$ cat src/rtl/aimc_lib.sv
// Shared widths and encodings for the debug recorder and its dump controller.
package aimc_lib;

    localparam int DBG_ADDR_WIDTH = 5;
    localparam int DATA_WIDTH     = 16;

    typedef enum logic [1:0] {
        HOST_CMD_START = 2'd0,
        HOST_CMD_STOP  = 2'd1,
        HOST_CMD_CLEAR = 2'd2,
        HOST_CMD_DUMP  = 2'd3
    } dbg_host_cmd_t;

    localparam logic [5:0] DBG_CMD_START = 6'h00;
    localparam logic [5:0] DBG_CMD_STOP  = 6'h01;
    localparam logic [5:0] DBG_CMD_RESET = 6'h02;

    typedef enum logic [1:0] {
        ST_IDLE  = 2'd0,
        ST_REC   = 2'd1,
        ST_DRAIN = 2'd2,
        ST_DUMP  = 2'd3
    } dump_state_t;

    // Drain timer load value: a down-count of N covers N+1 cycles in DRAIN.
    localparam logic [1:0] DRAIN_LOAD = 2'd2;

endpackage

$ cat src/rtl/dbg_dump_fifo.sv
// Output line buffer for the dump stream: synchronous FIFO with occupancy count.
module dbg_dump_fifo #(
    parameter int WIDTH = 17,
    parameter int DEPTH = 4,
    localparam int PW   = $clog2(DEPTH)
) (
    input  logic             clk,
    input  logic             rst_n,
    input  logic             wr_en,
    input  logic [WIDTH-1:0] din,
    input  logic             rd_en,
    output logic [WIDTH-1:0] dout,
    output logic             empty,
    output logic [PW:0]      count
);

    logic [WIDTH-1:0] mem [DEPTH];
    logic [PW-1:0]    wr_ptr;
    logic [PW-1:0]    rd_ptr;
    logic             wr_ok;
    logic             rd_ok;

    assign empty = (count == '0);
    assign wr_ok = wr_en && (count != (PW+1)'(DEPTH));
    assign rd_ok = rd_en && !empty;
    assign dout  = mem[rd_ptr];

    always_ff @(posedge clk or negedge rst_n) begin
        if (!rst_n) begin
            wr_ptr <= '0;
            rd_ptr <= '0;
            count  <= '0;
        end else begin
            if (wr_ok) wr_ptr <= wr_ptr + 1'b1;
            if (rd_ok) rd_ptr <= rd_ptr + 1'b1;
            case ({wr_ok, rd_ok})
                2'b10:   count <= count + 1'b1;
                2'b01:   count <= count - 1'b1;
                default: count <= count;
            endcase
        end
    end

    always_ff @(posedge clk) begin
        if (wr_ok) mem[wr_ptr] <= din;
    end

endmodule

$ cat src/rtl/dbg_dump_ctrl.sv
// Host-facing controller for the debug recorder: start/stop/clear commands and
// credit-limited readout of recorder lines onto a valid/ready stream.
//
// state    | meaning
// ---------+------------------------------------------------------------
// ST_IDLE  | recorder stopped, host commands accepted
// ST_REC   | recorder running, host commands accepted
// ST_DRAIN | stop issued for a dump, waiting out recorder's last write
// ST_DUMP  | reading recorder lines into the FIFO and streaming them out
module dbg_dump_ctrl
    import aimc_lib::*;
#(
    parameter int FIFO_DEPTH = 4
) (
    input  logic                      clk,
    input  logic                      rst_n,
    input  logic                      host_cmd_valid,
    input  logic [1:0]                host_cmd,
    output logic                      host_cmd_ready,
    input  logic [DBG_ADDR_WIDTH-1:0] dump_base,
    input  logic [DBG_ADDR_WIDTH:0]   dump_len,
    output logic                      dbg_cmd_valid,
    output logic [5:0]                dbg_cmd,
    output logic                      dbg_re,
    output logic [DBG_ADDR_WIDTH-1:0] dbg_addr,
    input  logic [DATA_WIDTH-1:0]     dbg_dout,
    output logic                      m_valid,
    input  logic                      m_ready,
    output logic [DATA_WIDTH-1:0]     m_data,
    output logic                      m_last,
    output logic                      recording,
    output logic                      dump_done
);

    localparam int AW = DBG_ADDR_WIDTH;
    localparam int DW = DATA_WIDTH;
    localparam int CW = $clog2(FIFO_DEPTH);

    dump_state_t   state_q, state_d;
    dbg_host_cmd_t cmd_in;
    logic          cmd_acc;
    logic          pulse_d;
    logic [5:0]    code_d;

    logic [AW-1:0] base_q;
    logic [AW:0]   len_q, issued_q, beat_q;
    logic [1:0]    drain_q;
    logic          re_d1, re_d2, last_d1, last_d2;
    logic          beat_hs, final_beat, room;
    logic [CW+1:0] occ;

    logic          fifo_empty;
    logic [CW:0]   fifo_count;
    logic [DW:0]   fifo_dout;

    assign cmd_in     = dbg_host_cmd_t'(host_cmd);
    assign cmd_acc    = host_cmd_valid && host_cmd_ready;
    assign beat_hs    = m_valid && m_ready;
    assign final_beat = beat_hs && (beat_q == len_q - (AW+1)'(1));
    assign dbg_addr   = base_q + issued_q[AW-1:0];

    // Reads still in the recorder's 2-cycle pipeline already own a FIFO slot.
    assign occ  = (CW+2)'(fifo_count) + (CW+2)'(re_d1) + (CW+2)'(re_d2);
    assign room = occ < (CW+2)'(FIFO_DEPTH);

    always_ff @(posedge clk or negedge rst_n) begin
        if (!rst_n) state_q <= ST_IDLE;
        else        state_q <= state_d;
    end

    always_comb begin
        state_d = state_q;
        case (state_q)
            ST_IDLE: begin
                if (cmd_acc && cmd_in == HOST_CMD_START) state_d = ST_REC;
                if (cmd_acc && cmd_in == HOST_CMD_DUMP)  state_d = ST_DUMP;
            end
            ST_REC: begin
                if (cmd_acc && cmd_in == HOST_CMD_STOP) state_d = ST_IDLE;
                if (cmd_acc && cmd_in == HOST_CMD_DUMP) state_d = ST_DRAIN;
            end
            ST_DRAIN: begin
                if (drain_q == '0) state_d = ST_DUMP;
            end
            ST_DUMP: begin
                if (len_q == '0 || final_beat) state_d = ST_IDLE;
            end
            default: state_d = ST_IDLE;
        endcase
    end

    always_comb begin
        host_cmd_ready = (state_q == ST_IDLE) || (state_q == ST_REC);
        recording      = (state_q == ST_REC);
        dbg_re         = (state_q == ST_DUMP) && (issued_q < len_q) && room;
        pulse_d        = 1'b0;
        code_d         = DBG_CMD_START;
        if (cmd_acc) begin
            case (cmd_in)
                HOST_CMD_START: begin pulse_d = 1'b1; code_d = DBG_CMD_START; end
                HOST_CMD_STOP:  begin pulse_d = 1'b1; code_d = DBG_CMD_STOP;  end
                HOST_CMD_CLEAR: begin pulse_d = 1'b1; code_d = DBG_CMD_RESET; end
                HOST_CMD_DUMP:  begin pulse_d = (state_q == ST_REC); code_d = DBG_CMD_STOP; end
                default:        begin pulse_d = 1'b0; code_d = DBG_CMD_START; end
            endcase
        end
    end

    always_ff @(posedge clk or negedge rst_n) begin
        if (!rst_n) begin
            dbg_cmd_valid <= 1'b0;
            dbg_cmd       <= '0;
            dump_done     <= 1'b0;
            base_q        <= '0;
            len_q         <= '0;
            issued_q      <= '0;
            beat_q        <= '0;
            drain_q       <= '0;
            re_d1         <= 1'b0;
            re_d2         <= 1'b0;
            last_d1       <= 1'b0;
            last_d2       <= 1'b0;
        end else begin
            dbg_cmd_valid <= pulse_d;
            dbg_cmd       <= pulse_d ? code_d : DBG_CMD_START;
            dump_done     <= (state_q == ST_DUMP) && (len_q == '0 || final_beat);
            if (cmd_acc && cmd_in == HOST_CMD_DUMP) begin
                base_q   <= dump_base;
                len_q    <= dump_len;
                issued_q <= '0;
                beat_q   <= '0;
            end else begin
                if (dbg_re)  issued_q <= issued_q + 1'b1;
                if (beat_hs) beat_q   <= beat_q + 1'b1;
            end
            if (cmd_acc && cmd_in == HOST_CMD_DUMP && state_q == ST_REC)
                drain_q <= DRAIN_LOAD;
            else if (state_q == ST_DRAIN && drain_q != '0)
                drain_q <= drain_q - 1'b1;
            re_d1   <= dbg_re;
            re_d2   <= re_d1;
            last_d1 <= dbg_re && (issued_q == len_q - (AW+1)'(1));
            last_d2 <= last_d1;
        end
    end

    dbg_dump_fifo #(
        .WIDTH (DW + 1),
        .DEPTH (FIFO_DEPTH)
    ) u_fifo (
        .clk   (clk),
        .rst_n (rst_n),
        .wr_en (re_d2),
        .din   ({last_d2, dbg_dout}),
        .rd_en (beat_hs),
        .dout  (fifo_dout),
        .empty (fifo_empty),
        .count (fifo_count)
    );

    assign m_valid = !fifo_empty;
    assign m_data  = m_valid ? fifo_dout[DW-1:0] : '0;
    assign m_last  = m_valid && fifo_dout[DW];

endmodule

$ cat config.mk
export PLATFORM = sky130hd
export DESIGN_NAME = dbg_dump_ctrl
export DESIGN_NICKNAME = d
export VERILOG_FILES = /design/src/rtl/aimc_lib.sv /design/src/rtl/dbg_dump_fifo.sv /design/src/rtl/dbg_dump_ctrl.sv
export SDC_FILE = /design/constraint.sdc
export NUM_CORES = 1
export LEC_CHECK = 0
export BUFFER_PORTS_ARGS = -buffer_cell sky130_fd_sc_hd__buf_2
export CAP_MARGIN = 15
export CORE_MARGIN = 1.5
export CORE_UTILIZATION = 54
export CTS_BUF_LIST = sky130_fd_sc_hd__clkbuf_8
export DETAILED_ROUTE_END_ITERATION = 10
export PLACE_DENSITY_LB_ADDON = 0.25
export SLEW_MARGIN = 20
export SYNTH_ARGS = -nofsm -noshare
export SYNTH_HDL_FRONTEND = slang
export SYNTH_SLANG_ARGS = --single-unit
$ cat constraint.sdc
create_clock -name clk -period 1.9 [get_ports clk]
set_input_delay 0.38 -clock clk [delete_from_list [all_inputs] [get_ports clk]]
set_output_delay 0.38 -clock clk [all_outputs]
set_load 0.01 [all_outputs]
==> run summary <==
Synth Area in Adders - 0.0569
synthesis warning total - 0
FP Rows - 35
setup_tns - -7140 ps
largest net degree at the start of global routing - 43
Ports - 67
Hold Path Class - primary input to flop
post-synth top area cell - edfxtp_1
CTS H-tree lvls - 3
CTS tree - built
multi-input logic area - 2060 µm²
register area - 3100 µm²
GR met1 Demand/Resource - 0.266
hold path start - dump_base[0]
Yosys cell types - 51
DP HPWL - 6320 µm
Critical Path End - dbg_re
Die W - 100 µm
non-filler cells, final - 606
clock root cell - clkbuf_8
M2 GR Usage - 0.373
largest family of logic cells by synthesized area - simple AND/OR/NAND/NOR gates
global-route wire length before repair - 15900 µm
total gr overflow - 0
failing checks - setup timing
Peak VDD IR - 1.07 mV
commonest non-fill, non-tap cell in the layout - edfxtp_1
Fill cells - 654
post-synthesis compound-gate area fraction - 0.0510
routability cong. - 0.833
drt first-iter violations - 71
vias in the first global route - 3312
Area Growth Syn to Fin - 29.8%
number of synthesized flops with an enable pin - 68
CP max FO - 4
Post-Synth Simple-Gate Area - 0.108
pre-CTS WS - -30.0 ps
Synth area leaders - edfxtp_1 40%, dfrtp_1 21%, mux4_2 7.5%
Finish-stage setup viols - 32
die area - 10000 µm²
drt pass-1 iters - 4
#FFs+latches synth - 110
sequential fraction of the synthesis area - 0.607
reg2reg end - u_fifo.count[2]
Clock transition at path regs - 120 ps
Power Density - 1650 nW/µm²
crit path time final - 2340 ps
CTS buffer count - 9
vias per cell - 5.41
layout cell share with drive strength beyond 1 - 0.416
Max Fclk - 427 MHz
Post-DRT Antenna Nets - 0
Inserted Diodes - 0
r2r setup slk - -140 ps
Critical Path Source Type - flop
crit end category - output port
share of the synthesized area in the top cell type - 0.400
Post-Syn Instances - 363
GRT Overall Usage - 0.209
vias post-DR - 3280
Initial Utilization - 0.554
WL/cell - 16.5 µm
Hold Violations, Final - 0
antenna violations before repair - 0
crit path DAT - 1960 ps
Residual DRC - 0
Async SR Flop Fraction - 0.382
worst path required time - 1520 ps
MaxCap Viol Count - 0
most frequent cells in the layout - 68 x edfxtp_1, 57 x buf_2, 42 x buf_4, 40 x dfrtp_1, 31 x nand2_1
crit path kind - flop to output port
Synth Cell Area - 5100 µm²
syn_area_per_cell - 14.0 µm²
worst reg2reg path depth - 12
drt total wl - 10000 µm
Power, Total - 0.0109 W
Leakage - 2.78 nW
final core occ - 0.720
nets - 545
R2R Path Start - u_fifo.count[0]
Die Span Y - 100 µm
Port Buffer Count - 62
most used routing layer - met2
Final Max Tran Viols - 0
crit path launch - issued_q[2]
status - finished, violations left
period utilization - 1.23
Clock Latency Late Sink - 380 ps
Synth Flop Type - edfxtp_1
clock sinks - 110
XOR/XNOR Fraction of Synth Area - 0.0577
Placed Cells - 563
final worst setup slack - -443 ps
clock skew - 21.2 ps
M3 GR Usage - 0.0341
Core Area - 9200 µm²
clk buf depth - 2
RSZ-0062 raised after global routing - true
mux contribution to synthesized area - 0.0829
logic make-up (layout without fill, tap and decap cells):
kind of cell             after synthesis  after routing
other                                  1              4
AND/OR/NAND/NOR                      101            101
multiplexers                          21             21
flip-flops                           110            110
AO/OA/AOI/OAI                         38             38
XOR/XNOR                              32             32
buffers and inverters                 38            167
adder cells (fa/ha/maj)               22             22
synth_stat cells, drive strengths merged (2+ instances only):
| cell type | instances |
|---|---|
| a21o | 4 |
| a21oi | 5 |
| a31oi | 5 |
| and2 | 5 |
| and2b | 6 |
| and3 | 2 |
| buf | 13 |
| clkbuf | 2 |
| dfrtp | 42 |
| edfxtp | 68 |
| fa | 2 |
| ha | 20 |
| inv | 23 |
| mux2i | 4 |
| mux4 | 17 |
| nand2 | 33 |
| nand2b | 4 |
| nand3 | 6 |
| nand4 | 4 |
| nor2 | 16 |
| nor2b | 14 |
| nor3 | 5 |
| nor3b | 2 |
| o21ai | 15 |
| o31ai | 2 |
| xnor2 | 20 |
| xor2 | 11 |
power breakdown:
| part | internal, W | switching (W) | total (W) | leakage, nW |
|---|---|---|---|---|
| Sequential | 0.00313 | 0.000411 | 0.00354 | 1.13 |
| Combinational | 0.00325 | 0.00276 | 0.00601 | 1.55 |
| Clock | 0.000516 | 0.000861 | 0.00138 | 0.0966 |
worst min-delay path by stage:
stage | slack [ps] | endpoint | cells past startpoint
after floorplan | 80 | base_q[0] | 0
after global placement | 330 | last_d2 | 0
after detailed placement | 350 | last_d2 | 0
after CTS | 180 | base_q[0] | 3
after global routing | 180 | base_q[0] | 3
final | 190 | base_q[0] | 3
per-stage QoR:
stage	area, µm²	hold slack, ps
after CTS	6350	180
after global routing	6620	178
after global placement	5860	334
after detailed placement	5860	351
after floorplan	5120	84.4
final	6620	185
metal layers:
metal | wire (µm) | part of all wire | vias to the layer above
li1 | - | - | 1542
met1 | 4280 | 0.43 | 1649
met2 | 5290 | 0.53 | 75
met3 | 310 | 0.031 | 14
met4 | 123 | 0.012 | 0
met5 | 0 | 0 | -
state kept, by name, indices dropped and copies added (netlist names), 3 cells and up:
name,count
beat_q,6
u_fifo.count,3
issued_q,6
u_fifo.mem,68
base_q,5
len_q,6
area by class of cell:
cell class	count	area share
clock inverter	7	0.0110
tap	111	0.0210
timing repair buffer	128	0.157
inverter	23	0.0134
multi-input combinational	218	0.311
sequential	110	0.468
clock buffer	9	0.0187
timing repair:
| item | 4_1_cts | 5_1_grt |
|---|---|---|
| pin swaps | 12 | 16 |
| endpoints found under the setup margin | 30 | 33 |
| hold buffers | 1 | 0 |
| cloned | 1 | 0 |
| buffers inserted | 12 | 16 |
| gates resized for setup | 39 | 37 |
| hold endpoints to repair | 42 | 0 |
worst max-delay path, stage by stage, from the launching register on:
cell and delay [ps]:
dfrtp_1 440, ha_1 300, o21ai_2 180, a21oi_4 50, o31a_1 370, nor2_4 140, buf_6 110
Note: power is estimated with default switching activity, not from simulation.
